==> config.mk <==
export PLATFORM = sky130hd
export DESIGN_NAME = pipelined_csel_adder
export DESIGN_NICKNAME = d
export VERILOG_FILES = /design/src/rtl/pipelined_csel_adder.sv
export SDC_FILE = /design/constraint.sdc
export NUM_CORES = 1
export LEC_CHECK = 0
export ABC_CLOCK_PERIOD_IN_PS = 3100
export BUFFER_PORTS_ARGS = -buffer_cell sky130_fd_sc_hd__buf_2
export CAP_MARGIN = 10
export CORE_MARGIN = 1.5
export CORE_UTILIZATION = 30
export DETAILED_ROUTE_END_ITERATION = 10
export SKIP_CTS_REPAIR_TIMING = 1
export SLEW_MARGIN = 25
export SYNTH_ARGS = -nofsm -noshare
export SYNTH_HDL_FRONTEND = slang
export SYNTH_SLANG_ARGS = --single-unit
export TNS_END_PERCENT = 50
==> constraint.sdc <==
create_clock -name clk -period 3.1 [get_ports clk]
set_input_delay 0.31 -clock clk [delete_from_list [all_inputs] [get_ports clk]]
set_output_delay 0.31 -clock clk [all_outputs]
set_load 0.02 [all_outputs]
==> src/rtl/pipelined_csel_adder.sv <==
// pipelined_csel_adder
//   Two-stage pipelined carry-select adder/subtractor with a valid/ready
//   handshake. Stage 1 adds each BLK-bit block for both possible carry-ins.
//   Stage 2 picks the right block results through a mux chain that is
//   driven by the real block carries, then registers sum, c_out and ovf.
//
//   Optional build macro: CSEL_ADD_SAT_EN
//     When defined, an overflowing result is clamped to the most positive
//     or most negative value. ovf and c_out are reported unchanged.
//     When undefined, the result always wraps modulo 2^WIDTH.

module pipelined_csel_adder #(
    parameter int WIDTH = 16,
    parameter int BLK   = 4
) (
    input  logic             clk,
    input  logic             rst,
    input  logic             in_valid,
    output logic             in_ready,
    input  logic [WIDTH-1:0] a,
    input  logic [WIDTH-1:0] b,
    input  logic             c_in,
    input  logic             sub,
    output logic             out_valid,
    input  logic             out_ready,
    output logic [WIDTH-1:0] sum,
    output logic             c_out,
    output logic             ovf
);

    localparam int NBLK = WIDTH / BLK;

    // Reject geometries where the blocks do not tile the word, or where
    // there is no upper block for the carry-select mux chain to work on.
    generate
        if (((WIDTH % BLK) != 0) || (WIDTH < 2 * BLK)) begin : gParamCheck
            $error("pipelined_csel_adder: WIDTH (%0d) must be a multiple of BLK (%0d) and at least 2*BLK",
                   WIDTH, BLK);
        end
    endgenerate

    // Operand preparation
    logic [WIDTH-1:0] bEff;
    logic             cinEff;

    // Stage 1 next-state and registers
    logic [BLK:0]                 blk0Res;
    logic [BLK:0]                 blkRes0;
    logic [BLK:0]                 blkRes1;
    logic [BLK-1:0]               blk0Sum_d,   blk0Sum_q;
    logic                         blk0Carry_d, blk0Carry_q;
    logic [NBLK-1:1][BLK-1:0]     sum0_d,      sum0_q;
    logic [NBLK-1:1][BLK-1:0]     sum1_d,      sum1_q;
    logic [NBLK-1:1]              carry0_d,    carry0_q;
    logic [NBLK-1:1]              carry1_d,    carry1_q;
    logic                         aMsb_d,      aMsb_q;
    logic                         bMsb_d,      bMsb_q;
    logic                         s1Valid_q;

    // Stage 2 next-state and registers
    logic [WIDTH-1:0]             sumRes;
    logic                         selCarry;
    logic [WIDTH-1:0]             sum_d,       sum_q;
    logic                         cOut_d,      cOut_q;
    logic                         ovf_d,       ovf_q;
    logic                         s2Valid_q;

    // Pipeline advance controls
    logic                         s1Load;
    logic                         s2Load;

    // Subtraction is A + ~B + 1, so invert B and force the carry-in;
    // the caller's c_in is ignored while subtracting.
    always_comb begin
        bEff   = sub ? ~b : b;
        cinEff = sub ? 1'b1 : c_in;
    end

    // Block 0 ripples with the true carry-in; every upper block is summed
    // twice, once assuming carry-in 0 and once assuming carry-in 1.
    always_comb begin
        blk0Res     = '0;
        blkRes0     = '0;
        blkRes1     = '0;
        sum0_d      = '0;
        sum1_d      = '0;
        carry0_d    = '0;
        carry1_d    = '0;

        blk0Res     = {1'b0, a[BLK-1:0]} + {1'b0, bEff[BLK-1:0]} + {{BLK{1'b0}}, cinEff};
        blk0Sum_d   = blk0Res[BLK-1:0];
        blk0Carry_d = blk0Res[BLK];

        for (int k = 1; k < NBLK; k++) begin
            blkRes0     = {1'b0, a[k*BLK +: BLK]} + {1'b0, bEff[k*BLK +: BLK]};
            blkRes1     = {1'b0, a[k*BLK +: BLK]} + {1'b0, bEff[k*BLK +: BLK]} + {{BLK{1'b0}}, 1'b1};
            sum0_d[k]   = blkRes0[BLK-1:0];
            carry0_d[k] = blkRes0[BLK];
            sum1_d[k]   = blkRes1[BLK-1:0];
            carry1_d[k] = blkRes1[BLK];
        end

        aMsb_d = a[WIDTH-1];
        bMsb_d = bEff[WIDTH-1];
    end

    // Stage 2 may take a beat when it is empty or its beat is leaving;
    // stage 1 may take one when it is empty or its beat moves to stage 2.
    // Neither term looks at in_valid, so in_ready never loops back on it.
    assign s2Load   = !s2Valid_q || out_ready;
    assign s1Load   = !s1Valid_q || s2Load;
    assign in_ready = s1Load;

    // Stage 1 register: capture the precomputed block pairs on acceptance.
    always_ff @(posedge clk) begin
        if (rst) begin
            s1Valid_q   <= 1'b0;
            blk0Sum_q   <= '0;
            blk0Carry_q <= 1'b0;
            sum0_q      <= '0;
            sum1_q      <= '0;
            carry0_q    <= '0;
            carry1_q    <= '0;
            aMsb_q      <= 1'b0;
            bMsb_q      <= 1'b0;
        end else if (s1Load) begin
            s1Valid_q <= in_valid;
            if (in_valid) begin
                blk0Sum_q   <= blk0Sum_d;
                blk0Carry_q <= blk0Carry_d;
                sum0_q      <= sum0_d;
                sum1_q      <= sum1_d;
                carry0_q    <= carry0_d;
                carry1_q    <= carry1_d;
                aMsb_q      <= aMsb_d;
                bMsb_q      <= bMsb_d;
            end
        end
    end

    // Carry-select resolution: each block's real carry-in picks which of the
    // two precomputed pairs is correct, and that pair's carry feeds the next.
    always_comb begin
        sumRes            = '0;
        selCarry          = blk0Carry_q;
        sumRes[BLK-1:0]   = blk0Sum_q;

        for (int k = 1; k < NBLK; k++) begin
            if (selCarry) begin
                sumRes[k*BLK +: BLK] = sum1_q[k];
                selCarry             = carry1_q[k];
            end else begin
                sumRes[k*BLK +: BLK] = sum0_q[k];
                selCarry             = carry0_q[k];
            end
        end

        cOut_d = selCarry;
        ovf_d  = (aMsb_q == bMsb_q) && (sumRes[WIDTH-1] != aMsb_q);
        sum_d  = sumRes;

`ifdef CSEL_ADD_SAT_EN
        if (ovf_d) begin
            sum_d = aMsb_q ? {1'b1, {(WIDTH-1){1'b0}}} : {1'b0, {(WIDTH-1){1'b1}}};
        end
`endif
    end

    // Stage 2 register: outputs only change when a new beat moves in, so a
    // stalled result stays stable until downstream takes it.
    always_ff @(posedge clk) begin
        if (rst) begin
            s2Valid_q <= 1'b0;
            sum_q     <= '0;
            cOut_q    <= 1'b0;
            ovf_q     <= 1'b0;
        end else if (s2Load) begin
            s2Valid_q <= s1Valid_q;
            if (s1Valid_q) begin
                sum_q  <= sum_d;
                cOut_q <= cOut_d;
                ovf_q  <= ovf_d;
            end
        end
    end

    assign out_valid = s2Valid_q;
    assign sum       = sum_q;
    assign c_out     = cOut_q;
    assign ovf       = ovf_q;

endmodule

==> results.env, run 1 <==
POWER_DENSITY_nW_PER_UM2=525
PRE_CTS_SLACK_NS=0.287
NATURE_OF_THE_CRITICAL_PATH_STARTPOINT='input port'
FINAL_LAYOUT_SIZE_SUFFIX_GT1_SHARE_PCT=21.1
AREA_GROWTH_PCT=18.3
MAX-VDD-IR-DROP_uV=174
CRITPATHKIND='in2reg'
GRT_SETUP_UNREPAIRED='false'
CTS.PATH.MAX_BUFFERS=2
STATIC-LEAKAGE-POWER_nW=1.71
CTS_ROOT_BUF='clkbuf_8'
OUTCOME='completed'
WORSTMARGINPINSLEW_NS=0.605
DIE_WIDTH_UM=105
HOLD_PATH_CLASS='in2reg'
TRITONCTS_BUFFER_COUNT=9
CRITICAL_PATH.ENDPOINT_TYPE='flop'
ANTENNA_FOUND_INITIAL=0
GRT_START_MAX_NET_PINS=59
DIODES=0
GLOBAL_ROUTE.OVERFLOW_TOTAL=0
REQUIRED_ARRIVAL_TIME_AT_THE_WORST_ENDPOINT_NS=3.32
WORST_SLEW_MARGIN_REL_PCT=59.7
COMMONEST_CELLS_AFTER_ROUTING_FILL_AND_TAPS_ASIDE='dfxtp_1 (57), buf_2 (57), nand2_1 (47), nor2_1 (32), a21oi_1 (30)'
SYNTH.YOSYS.SEQ_AREA_SHARE_PCT=36.4
DIE_AREA_UM2=11100
NETS=464
YOSYS_REGISTER_BITS=57
YOSYS_WARNING_TOTAL=0
HPWL_UM=5240
GR-USAGE-ALL-LAYERS_PCT=13.7
TOP_LEVEL_PORTS=58
TIMING.SETUP.TNS_NS=0
CTS_TREE='yes'
MAX_FREQ_MHz=407
TIMING.CRITICAL_PATH.ARRIVAL_NS=2.67
CLK_TRANSITION_REPORTED_PATHS_NS=0.06
CORE-AREA_UM2=10200
WORST_SLACK_NS=0.644
PLACE_AREA_UM2=3550
SYN_AVG_CELL_AREA_UM2=9.01
ROUTE.DETAILED.WL_PER_INST_UM=12.8
ROUTE.ANTENNA.REMAINING_NETS=0
VIOLATION_COUNT_AFTER_THE_FIRST_DETAILED_ROUTING_ITERATION=90
CLOCK_SINK_COUNT=57
SYNTH.NET_COUNT=410
REPORT.FINAL.SLEW_VIOL_COUNT=0
DRT-PASS1-ITER-COUNT=4
TIMING.FINAL.SETUP_VIOLATIONS=0
SYNTH.DISTINCT_CELLS=41
WIRE_LENGTH_OF_THE_FIRST_GLOBAL_ROUTING_PASS_UM=12000
DIE-HEIGHT_UM=105
ROWS=37
HTREE_NUM_LEVELS=3
PLACE_CONGESTION=0.787
HOLD-WORST-SLACK_NS=0.255
POST-ROUTE-MIN-PERIOD_NS=2.46
NUMBER_OF_GLOBAL_ROUTE_VIAS_BEFORE_REPAIR=2486
PLACE.DETAILED.INSTANCES=527
VIA_PER_INST=4.66
REMAINING_DRC_ERRORS=0
CLOCK_LATENCY_NS=0.33
FINAL-INSTANCE-COUNT-EXCL-FILL=543
CRITICAL_PATH.MAX_FANOUT=4
ROUTED_WIRELENGTH_UM=6960
POSTSYNTHCELLCOUNT=348
DETAILROUTE.VIA_COUNT=2533
FINCLKSKEW_NS=0.00345
FINAL-HOLD-VIOLATION-COUNT=0
POST_SYNTH_INSTANCE_AREA_UM2=3140
MAXCAP_VIOL_COUNT=0
STDCELL_AREA_UM2=3710
INITIAL_STANDARD_CELL_UTILIZATION_OF_THE_CORE_PCT=30.6
PORTBUFFERS=57
FINAL.PERIOD_UTILIZATION_PCT=79.2
[worst max-delay path, cell delays in order]
cell and delay, ns:
buf_2 0.15, xor2_1 0.16, ha_1 0.18, inv_1 0.05, fa_1 0.45, inv_1 0.08, ha_1 0.21, nand2_1 0.07
or4b_4 0.51, and3_1 0.18, a311o_1 0.31
[routing by layer]
metal,part of all wire [%],wire length [um],up-vias,track usage (%)
met5,0,0,-,0
met4,1.8,127,0,5.87
met3,4.5,312,10,2.41
met2,43,2960,55,20.9
met1,51,3560,1138,19.0
li1,-,-,1330,-
[state kept, by name, indices dropped and copies added (netlist names), 3 cells and up]
register   flops
carry1_q       3
blk0Sum_q      4
sum0_q        12
sum1_q        12
sum           16
carry0_q       3
[path summary, 6_finish.rpt]
kind                                                 end  cells past startpoint  slack (ns)                     start
worst max register to register        c_out$_SDFFE_PP0P_                      4        1.03  blk0Carry_q$_SDFFE_PP0P_
worst min-delay path                 aMsb_q$_SDFFE_PP0P_                      3        0.25                     a[15]
worst max-delay path            carry1_q[3]$_SDFFE_PP0P_                     11        0.64                       sub
worst min register to register    sum0_q[7]$_SDFFE_PP0P_                      2        0.45    sum0_q[7]$_SDFFE_PP0P_
[kinds of logic (layout without fill, tap and decap cells)]
kind of cell             count (synthesis)  after routing  share of synthesized area (%)
AND/OR/NAND/NOR                        118            118                           16.9
AO/OA/AOI/OAI                           78             78                           17.4
flip-flops                              57             57                           36.4
buffers and inverters                   29             88                           3.75
XOR/XNOR                                25             25                           8.54
adder cells (fa/ha/maj)                 24             24                           10.8
multiplexers                            17             17                           6.22
[stage by stage]
step / utilization, % / total power, mW
3_3_place_gp: 34.7 / 1.40
2_1_floorplan: - / 1.27
4_1_cts: 36.3 / 1.97
5_1_grt: 36.3 / 2.08
6_report: 36.3 / 1.95
3_5_place_dp: 34.7 / 1.41
[area by class of cell]
type | instances | area, um2
Clock inverter | 4 | 20.0
Tap cell | 136 | 170
Clock buffer | 12 | 135
Fill cell | 1077 | 6520
Multi-Input combinational cell | 262 | 1880
Sequential cell | 57 | 1140
Inverter | 9 | 33.8
Timing Repair Buffer | 63 | 330
[where the power goes]
| part | switching, mW | internal [mW] | total, mW |
|---|---|---|---|
| combinational | 0.290 | 0.244 | 0.535 |
| sequential | 0.0463 | 0.807 | 0.854 |
| clock | 0.274 | 0.284 | 0.558 |
[cell usage after synthesis (all sizes together)]
master	instances	area (um2)
o21ai	4	20.0
and3b	1	8.76
and3	5	32.5
a311o	1	10.0
a211o	2	17.5
or4b	1	13.8
ha	19	238
nor2	33	124
or2	3	18.8
nand3	10	50.1
dfxtp	57	1140
nor3	6	30.0
a211oi	24	180
xor2	19	166
and2	5	31.3
xnor2	3	33.8
a21o	5	37.5
nor4	2	12.5
a32o	2	20.0
nand3b	1	7.51
o211a	4	40.0
inv	9	33.8
nand2	47	176
mux2i	17	195
or3	3	18.8
xnor3	3	67.6
fa	5	100
a2111oi	4	53.8
o2111ai	1	8.76
a21oi	30	150
o31ai	1	7.51
buf	8	38.8
clkbuf	12	45.0
nand2b	1	6.26
(Power assumes the default switching activity.)
==> run 2: changes to the inputs <==
--- a/config.mk
+++ b/config.mk
@@ -5,7 +5,8 @@
 export SDC_FILE = /design/constraint.sdc
 export NUM_CORES = 1
 export LEC_CHECK = 0
-export ABC_CLOCK_PERIOD_IN_PS = 3100
+export ABC_AREA = 1
+export ABC_CLOCK_PERIOD_IN_PS = 2100
 export BUFFER_PORTS_ARGS = -buffer_cell sky130_fd_sc_hd__buf_2
 export CAP_MARGIN = 10
 export CORE_MARGIN = 1.5
==> constraint.sdc (replaced) <==
create_clock -name clk -period 2.1 [get_ports clk]
set_input_delay 0.21 -clock clk [delete_from_list [all_inputs] [get_ports clk]]
set_output_delay 0.21 -clock clk [all_outputs]
set_load 0.02 [all_outputs]
==> results.env, run 2 <==
OUTCOME='completed'
TIMING.CRITICAL_PATH.ARRIVAL_NS=1.99  # -0.68 ns
SYNTH_COMMONEST_CELLS='nand2_1 (72), dfxtp_1 (57), nor2_1 (53)'
LARGEST_REG_FLOPS=16  # unchanged
COMMONEST_CELLS_AFTER_ROUTING_FILL_AND_TAPS_ASIDE='nand2_1 (72), dfxtp_1 (57), buf_2 (57), nor2_1 (53), inv_1 (45)'
DETAILROUTE.VIA_COUNT=2723  # +7.5%
TOTAL_INTERNAL_POWER_mW=1.99  # +49%
CRITICAL_PATH.SLOWEST_CELL='fa_1'
TRITONCTS_BUFFER_COUNT=9  # unchanged
WORST_SLACK_NS=0.343  # -0.301 ns
CRITPATHMOSTFREQUENTCELL='nand2_1'
VIOLATION_COUNT_AFTER_THE_FIRST_DETAILED_ROUTING_ITERATION=109  # +21%
HOLD-WORST-SLACK_NS=0.170  # -0.0847 ns
POWER_DENSITY_nW_PER_UM2=783  # +49%
NATURE_OF_THE_CRITICAL_PATH_STARTPOINT='input port'
CRITICAL_PATH.ENDPOINT_TYPE='flop'
INITIAL_STANDARD_CELL_UTILIZATION_OF_THE_CORE_PCT=30.6  # -0.045 points
YS_ASYNC_SR_FRACTION_PCT=0  # unchanged
SYNTH_TOP_FAMILY_BY_AREA='simple AND/OR/NAND/NOR gates'
REQUIRED_ARRIVAL_TIME_AT_THE_WORST_ENDPOINT_NS=2.33  # -0.99 ns
XOR_XNOR_SHARE_OF_THE_SYNTHESIZED_AREA_PCT=6.46  # -2.1 points
YOSYS_REGISTER_BITS=57  # unchanged
ROUTE.ANTENNA.REMAINING_NETS=0  # unchanged
NETS=539  # +16%
CLOCK_POWER_SHARE_PCT=30.9  # +2.2 points
HOLD_PATH_CLASS='in2reg'
YOSYS.AREA_SHARE.ADDER_PCT=10.8  # +0.065 points
FINAL-HOLD-VIOLATION-COUNT=0  # unchanged
CRITICAL_PATH.MAX_FANOUT=8  # +4
REMAINING_DRC_ERRORS=0  # unchanged
CLK_TRANSITION_REPORTED_PATHS_NS=0.06  # about the same
SW_FRAC_OF_TOTAL_PCT=31.9  # +0.53 points
DIE_AREA_UM2=11000  # -0.59%
CTS_ROOT_BUF='clkbuf_8'
POST-SYNTH-TOP-AREA-FRACTION_PCT=36.6  # +0.22 points
WORSTMARGINPINSLEW_NS=0.826  # +0.221 ns
CLOCK_LATENCY_NS=0.34  # about the same
TIMING.CRITICAL_PATH.CELLS='buf_2 > buf_4 > xor2_1 > fa_1 > ha_1 > inv_1 > o21ai_0 > nand2_1 > nand2_1 > nand2_1 > nor2_1'
SIMPLE_GATE_SHARE_OF_THE_SYNTHESIZED_AREA_PCT=21.3  # +4.4 points
PORTBUFFERS=57  # unchanged
HTREE_NUM_LEVELS=3  # unchanged
SYNTH.NET_COUNT=477  # +16%
FINAL_LAYOUT_SIZE_SUFFIX_GT1_SHARE_PCT=19.7  # -1.4 points
ROUTED_WIRELENGTH_UM=7000  # +0.50%
FILL_CELLS=1134  # +5.3%
PART_OF_THE_POWER_IN_COMBINATIONAL_LOGIC_PCT=26.2  # -1.3 points
SYNTH.YOSYS.SEQ_AREA_SHARE_PCT=36.6  # +0.22 points
AREA_GROWTH_PCT=19.6
POST-ROUTE-MIN-PERIOD_NS=1.76
GLOBAL_ROUTE.OVERFLOW_TOTAL=0  # unchanged
FINAL.PERIOD_UTILIZATION_PCT=83.7
CRITPATHKIND='in2reg'
YOSYS.CELL_COUNT.TOP_TYPE='nand2_1'
ANTENNA_FOUND_INITIAL=0  # unchanged
PRE_CTS_SLACK_NS=-0.0362  # -0.324 ns
DIE-HEIGHT_UM=105  # -0.29%
PLACE.DETAILED.INSTANCES=602  # +14%
ROWS=37  # unchanged
YOSYS_WARNING_TOTAL=0  # unchanged
SYNTH_COMPOUND_AREA_SHARE_PCT=15.4  # -2.0 points
POSTSYNTHCELLCOUNT=415  # +19%
REPORT.FINAL.SLEW_VIOL_COUNT=0  # unchanged
DRT-PASS1-ITER-COUNT=6  # +2
CLOCK_SINK_COUNT=57  # unchanged
NET-SWITCHING-POWER_uW=931  # +53%
HPWL_UM=5370  # +2.5%
VIA_PER_INST=4.41  # -5.5%
PLACE_CONGESTION=0.808  # +2.6%
CTS.PATH.MAX_BUFFERS=2  # unchanged
FINAL-INSTANCE-COUNT-EXCL-FILL=618  # +14%
CTS_TREE='yes'
WIRE_LENGTH_OF_THE_FIRST_GLOBAL_ROUTING_PASS_UM=11900  # -0.91%
GR-USAGE-ALL-LAYERS_PCT=13.5  # -0.19 points
GRT_SETUP_UNREPAIRED='false'
DIODES=0  # unchanged
GRT_START_MAX_NET_PINS=36  # -39%
LARGEST_AREA_CONTRIBUTOR_IN_THE_SYNTHESIZED_NETLIST='dfxtp_1'
CORE-AREA_UM2=10200  # -0.45%
TOP_LEVEL_PORTS=58  # unchanged
WORST_SLEW_MARGIN_REL_PCT=44.9  # -15 points
MAXCAP_VIOL_COUNT=0  # unchanged
YS.FLOP_TYPE='dfxtp_1'
MAX-VDD-IR-DROP_uV=328  # +88%
FINCLKSKEW_NS=0.00598  # +0.00253 ns
FINAL_COMMON_CELL='nand2_1'
ROUTE.DETAILED.WL_PER_INST_UM=11.3  # -12%
TIMING.FINAL.SETUP_VIOLATIONS=0  # unchanged
POWER_FRAC_SEQ_PCT=42.9  # -1.0 points
STATIC-LEAKAGE-POWER_nW=1.85  # +8.6%
SYNTH.DISTINCT_CELLS=27  # -34%
CRITICAL_PATH.MAX_STAGE_DELAY_NS=0.48  # -0.03 ns
PATH_BUF_INV=3  # unchanged
SYNTH.AREA.TOP_CELLS='dfxtp_1 (37%), nand2_1 (8.7%), ha_1 (7.6%)'
DIE_WIDTH_UM=105  # -0.29%
SYN_AVG_CELL_AREA_UM2=7.51  # -17%
SYNTH_EDF_COUNT=0  # unchanged
SYNTH.MUX.AREA_FRACTION_PCT=0  # -6.2 points
POST_SYNTH_INSTANCE_AREA_UM2=3120  # -0.60%
NUMBER_OF_GLOBAL_ROUTE_VIAS_BEFORE_REPAIR=2618  # +5.3%
MAX_FREQ_MHz=569
CP_TOP_DELAY_FAMILY='adder cells'
==> run 2: changes by cell type after synthesis, moves of 11 or more <==
cell / before / now
inv_1: 9 / 45
o21ai_0: 4 / 38
nand2_1: 47 / 72
a211oi_1: 24 / 2
nor2_1: 33 / 53
nand3_1: 10 / 28
mux2i_1: 15 / 0
o211ai_1: 0 / 11
==> run 2: worst paths after layout <==
check / cells after the start / start / slack (ns) / end
worst max register to register: 6 / out_valid$_SDFFE_PP0P_ / 0.43 / sum[9]$_SDFFE_PP0P_
worst max-delay path: 11 / sub / 0.34 / carry1_q[2]$_SDFFE_PP0P_
worst min-delay path: 3 / a[15] / 0.17 / aMsb_q$_SDFFE_PP0P_
worst min register to register: 2 / sum1_q[0]$_SDFFE_PP0P_ / 0.47 / sum1_q[0]$_SDFFE_PP0P_
==> run 2: layer usage <==
metal / up-vias / routed length, um / GRT usage (%)
met4: 0 / 77 / 4.40
met2: 59 / 2980 / 21.4
met1: 1185 / 3630 / 17.9
met5: - / 0 / 0
met3: 10 / 306 / 3.37
li1: 1469 / - / -
==> run 2: worst min-delay path, stage by stage <==
cell and delay, ns:
buf_2 0.09, o21ai_0 0.09, nor2_1 0.08
==> run 2: power by group through the flow <==
| stage | clock network [mW] | logic (mW) | registers (mW) |
|---|---|---|---|
| 4_1_cts | 0.928 | 0.774 | 1.25 |
| 6_report | 0.901 | 0.766 | 1.25 |
| 2_1_floorplan | 0 | 0.528 | 1.29 |
| 5_1_grt | 0.969 | 0.888 | 1.27 |
| 3_3_place_gp | 0 | 0.752 | 1.27 |
| 3_5_place_dp | 0 | 0.769 | 1.28 |
==> run 2: cell families after synthesis <==
logic type,after synthesis
fa+ha+maj,24
compound gates,85
xor+xnor,23
flops,57
buf+inv,66
simple gates,160
==> run 2: final cells by class <==
cell class	instances	area, um2	share of cell area (%)
inverter	47	176	4.73
tap	136	170	4.57
multi-input combinational	292	1680	45.1
timing repair buffer	70	383	10.3
clock inverter	3	15.0	0.403
sequential	57	1140	30.6
clock buffer	13	159	4.26
==> run 2: through the flow <==
stage	total power [mW]	area (um2)	utilization, %	setup TNS [ns]
after floorplan	1.82	3120	-	0
after global placement	2.03	3550	34.9	0
after detailed placement	2.05	3550	34.9	-0.0685
after CTS	2.96	3730	36.6	0
after global routing	3.12	3730	36.6	0
final	2.92	3730	36.6	0
==> run 3: changes to the inputs <==
--- a/config.mk
+++ b/config.mk
@@ -5,8 +5,8 @@
 export SDC_FILE = /design/constraint.sdc
 export NUM_CORES = 1
 export LEC_CHECK = 0
-export ABC_AREA = 1
-export ABC_CLOCK_PERIOD_IN_PS = 2100
+export ABC_AREA = 0
+export ABC_CLOCK_PERIOD_IN_PS = 1810
 export BUFFER_PORTS_ARGS = -buffer_cell sky130_fd_sc_hd__buf_2
 export CAP_MARGIN = 10
 export CORE_MARGIN = 1.5
==> constraint.sdc (replaced) <==
create_clock -name clk -period 1.81 [get_ports clk]
set_input_delay 0.181 -clock clk [delete_from_list [all_inputs] [get_ports clk]]
set_output_delay 0.181 -clock clk [all_outputs]
set_load 0.02 [all_outputs]
==> results.env, run 3 (synthesis gave the netlist of run 1 again) <==
OUTCOME='finished with violations'
VIOLATIONS_IN_THE_FINAL_REPORTS='setup timing'
HTREE_NUM_LEVELS=3  # unchanged
HOLD_PATH_CLASS='in2reg'
DRT-PASS1-ITER-COUNT=4  # -2
PLACE_CONGESTION=0.788  # -2.5%
GLOBAL_ROUTE.OVERFLOW_TOTAL=0  # unchanged
REMAINING_DRC_ERRORS=0  # unchanged
CLOCK_POWER_SHARE_PCT=31.3  # +0.4 points
ROUTE.DETAILED.WL_PER_INST_UM=13.2  # +16%
MAX-VDD-IR-DROP_uV=379  # +16%
WIRE_LENGTH_OF_THE_FIRST_GLOBAL_ROUTING_PASS_UM=12300  # +3.4%
PLACE.DETAILED.INSTANCES=568  # -5.6%
LARGEST_REG_FLOPS=16  # unchanged
R2R_END='ovf$_SDFFE_PP0P_'
SW_FRAC_OF_TOTAL_PCT=30.1  # -1.8 points
TIMING.CRITICAL_PATH.ARRIVAL_NS=2.39  # +0.40 ns
TRITONCTS_BUFFER_COUNT=9  # unchanged
FINAL-INSTANCE-COUNT-EXCL-FILL=594  # -3.9%
SEQ_AREA_UM2=1140  # unchanged
NUMBER_OF_GLOBAL_ROUTE_VIAS_BEFORE_REPAIR=2658  # +1.5%
DIE_WIDTH_UM=105  # +0.30%
ROUTED_WIRELENGTH_UM=7820  # +12%
NET-SWITCHING-POWER_mW=1.20  # +29%
TIMING.FINAL.SETUP_VIOLATIONS=9  # +9
CTS_ROOT_BUF='clkbuf_8'
CRITICAL_PATH.MAX_FANOUT=3  # -5
MULTI_INPUT_AREA_UM2=2090  # +24%
WORST_SLACK_NS=-0.351  # -0.694 ns
POST-ROUTE-MIN-PERIOD_NS=2.16
FINAL_UTIL_PCT=43.1  # +6.5 points
GRT_SETUP_UNREPAIRED='true'
PORTBUFFERS=57  # unchanged
PRE_CTS_SLACK_NS=-0.798  # -0.762 ns
CRITPATHKIND='in2reg'
GRT_START_MAX_NET_PINS=32  # -11%
POWER_DENSITY_nW_PER_UM2=906  # +16%
FINAL_LAYOUT_SIZE_SUFFIX_GT1_SHARE_PCT=38.4  # +19 points
DETAILROUTE.VIA_COUNT=2769  # +1.7%
REQUIRED_ARRIVAL_TIME_AT_THE_WORST_ENDPOINT_NS=2.04  # -0.29 ns
FINAL.PERIOD_UTILIZATION_PCT=119
CTS_TREE='yes'
ROWS=37  # unchanged
WORSTREGTOREGCELLS=5  # -1
NETS=515  # -4.5%
TOTAL_INTERNAL_POWER_mW=2.79  # +40%
COMMONEST_CELLS_AFTER_ROUTING_FILL_AND_TAPS_ASIDE='dfxtp_1 (57), buf_2 (56), buf_4 (52), nand2_1 (46), nor2_1 (32)'
AREA_GROWTH_PCT=40.6
STATIC-LEAKAGE-POWER_nW=2.00  # +8.1%
DIE_AREA_UM2=11100  # +0.59%
NATURE_OF_THE_CRITICAL_PATH_STARTPOINT='input port'
MAX_FREQ_MHz=463
WORST_SLEW_MARGIN_REL_PCT=71.0  # +26 points
DIODES=0  # unchanged
POWER_FRAC_SEQ_PCT=36.5  # -6.4 points
HOLD_DEPTH=3  # unchanged
FINAL-HOLD-VIOLATION-COUNT=0  # unchanged
GR-USAGE-ALL-LAYERS_PCT=14.0  # +0.45 points
FILL_CELLS=1030  # -9.2%
PART_OF_THE_POWER_IN_COMBINATIONAL_LOGIC_PCT=32.1  # +5.9 points
REGTOREGSTARTPOINT='blk0Carry_q$_SDFFE_PP0P_'
REPORT.FINAL.SLEW_VIOL_COUNT=0  # unchanged
CLOCK_SINK_COUNT=57  # unchanged
CRITICAL_PATH.ENDPOINT_TYPE='flop'
FINAL_COMMON_CELL='dfxtp_1'
CORE-AREA_UM2=10200  # +0.45%
WORSTMARGINPINSLEW_NS=0.424  # -0.402 ns
HOLD_END='aMsb_q$_SDFFE_PP0P_'
ANTENNA_FOUND_INITIAL=0  # unchanged
CLK_TRANSITION_REPORTED_PATHS_NS=0.07  # about the same
INITIAL_STANDARD_CELL_UTILIZATION_OF_THE_CORE_PCT=30.6  # +0.045 points
VIOLATION_COUNT_AFTER_THE_FIRST_DETAILED_ROUTING_ITERATION=65  # -40%
RRSETUPSLACK_NS=0.24  # -0.19 ns
VIA_PER_INST=4.66  # +5.8%
WORST_HOLD_STARTPOINT='a[15]'
TOP_LEVEL_PORTS=58  # unchanged
FINCLKSKEW_NS=0.00628  # +0.000299 ns
HPWL_UM=5760  # +7.2%
CLOCK_LATENCY_NS=0.34  # about the same
DIE-HEIGHT_UM=105  # +0.30%
CTS.PATH.MAX_BUFFERS=2  # unchanged
ROUTE.ANTENNA.REMAINING_NETS=0  # unchanged
MAXCAP_VIOL_COUNT=0  # unchanged
## run 3: layout make-up
class | count | share of cell area (%)
Inverter | 9 | 0.766
Multi-Input combinational cell | 262 | 47.3
Tap cell | 136 | 3.86
Timing Repair Buffer | 114 | 17.3
Clock inverter | 4 | 1.14
Clock buffer | 12 | 3.75
Sequential cell | 57 | 25.9
## run 3: metal layers
layer  routed length (um)  GRT usage, %
met1                 3860          18.5
met4                   80          5.97
met3                  306          2.84
met2                 3570          22.0
met5                    0             0
## run 3: power groups by stage
stage | combinational (mW) | clock, mW | sequential [mW]
floorplan | 0.695 | 0 | 1.50
global placement | 1.11 | 0 | 1.48
detailed placement | 1.13 | 0 | 1.49
CTS | 1.14 | 1.27 | 1.46
global route | 1.41 | 1.33 | 1.47
finish | 1.28 | 1.25 | 1.46
## run 3: worst max-delay path by stage
stage | from | endpoint | cells after the start
CTS | sub | carry1_q[3]$_SDFFE_PP0P_ | 11
global route | sub | carry1_q[3]$_SDFFE_PP0P_ | 11
finish | sub | carry1_q[3]$_SDFFE_PP0P_ | 11
global placement | sub | carry1_q[3]$_SDFFE_PP0P_ | 11
detailed placement | sub | carry1_q[3]$_SDFFE_PP0P_ | 11
floorplan | sub | carry1_q[3]$_SDFFE_PP0P_ | 11
## run 3: critical path, cell delays in order
cell and delay [ns]:
buf_8 0.10, xor2_1 0.15, ha_2 0.18, inv_2 0.05
fa_2 0.44, inv_2 0.10, ha_4 0.14, nand2_2 0.04
or4b_4 0.51, and3_4 0.19, a311o_1 0.31
## run 3: metrics by stage
step	instance area, um2	TNS [ns]	total power, mW	hold WS (ns)
final	4410	-1.22	3.99	0.118
after global routing	4410	-2.01	4.21	0.127
after CTS	4140	-1.44	3.87	0.110
after detailed placement	3920	-7.20	2.62	0.446
after global placement	3920	-6.23	2.59	0.440
after floorplan	3200	-2.93	2.20	0.317
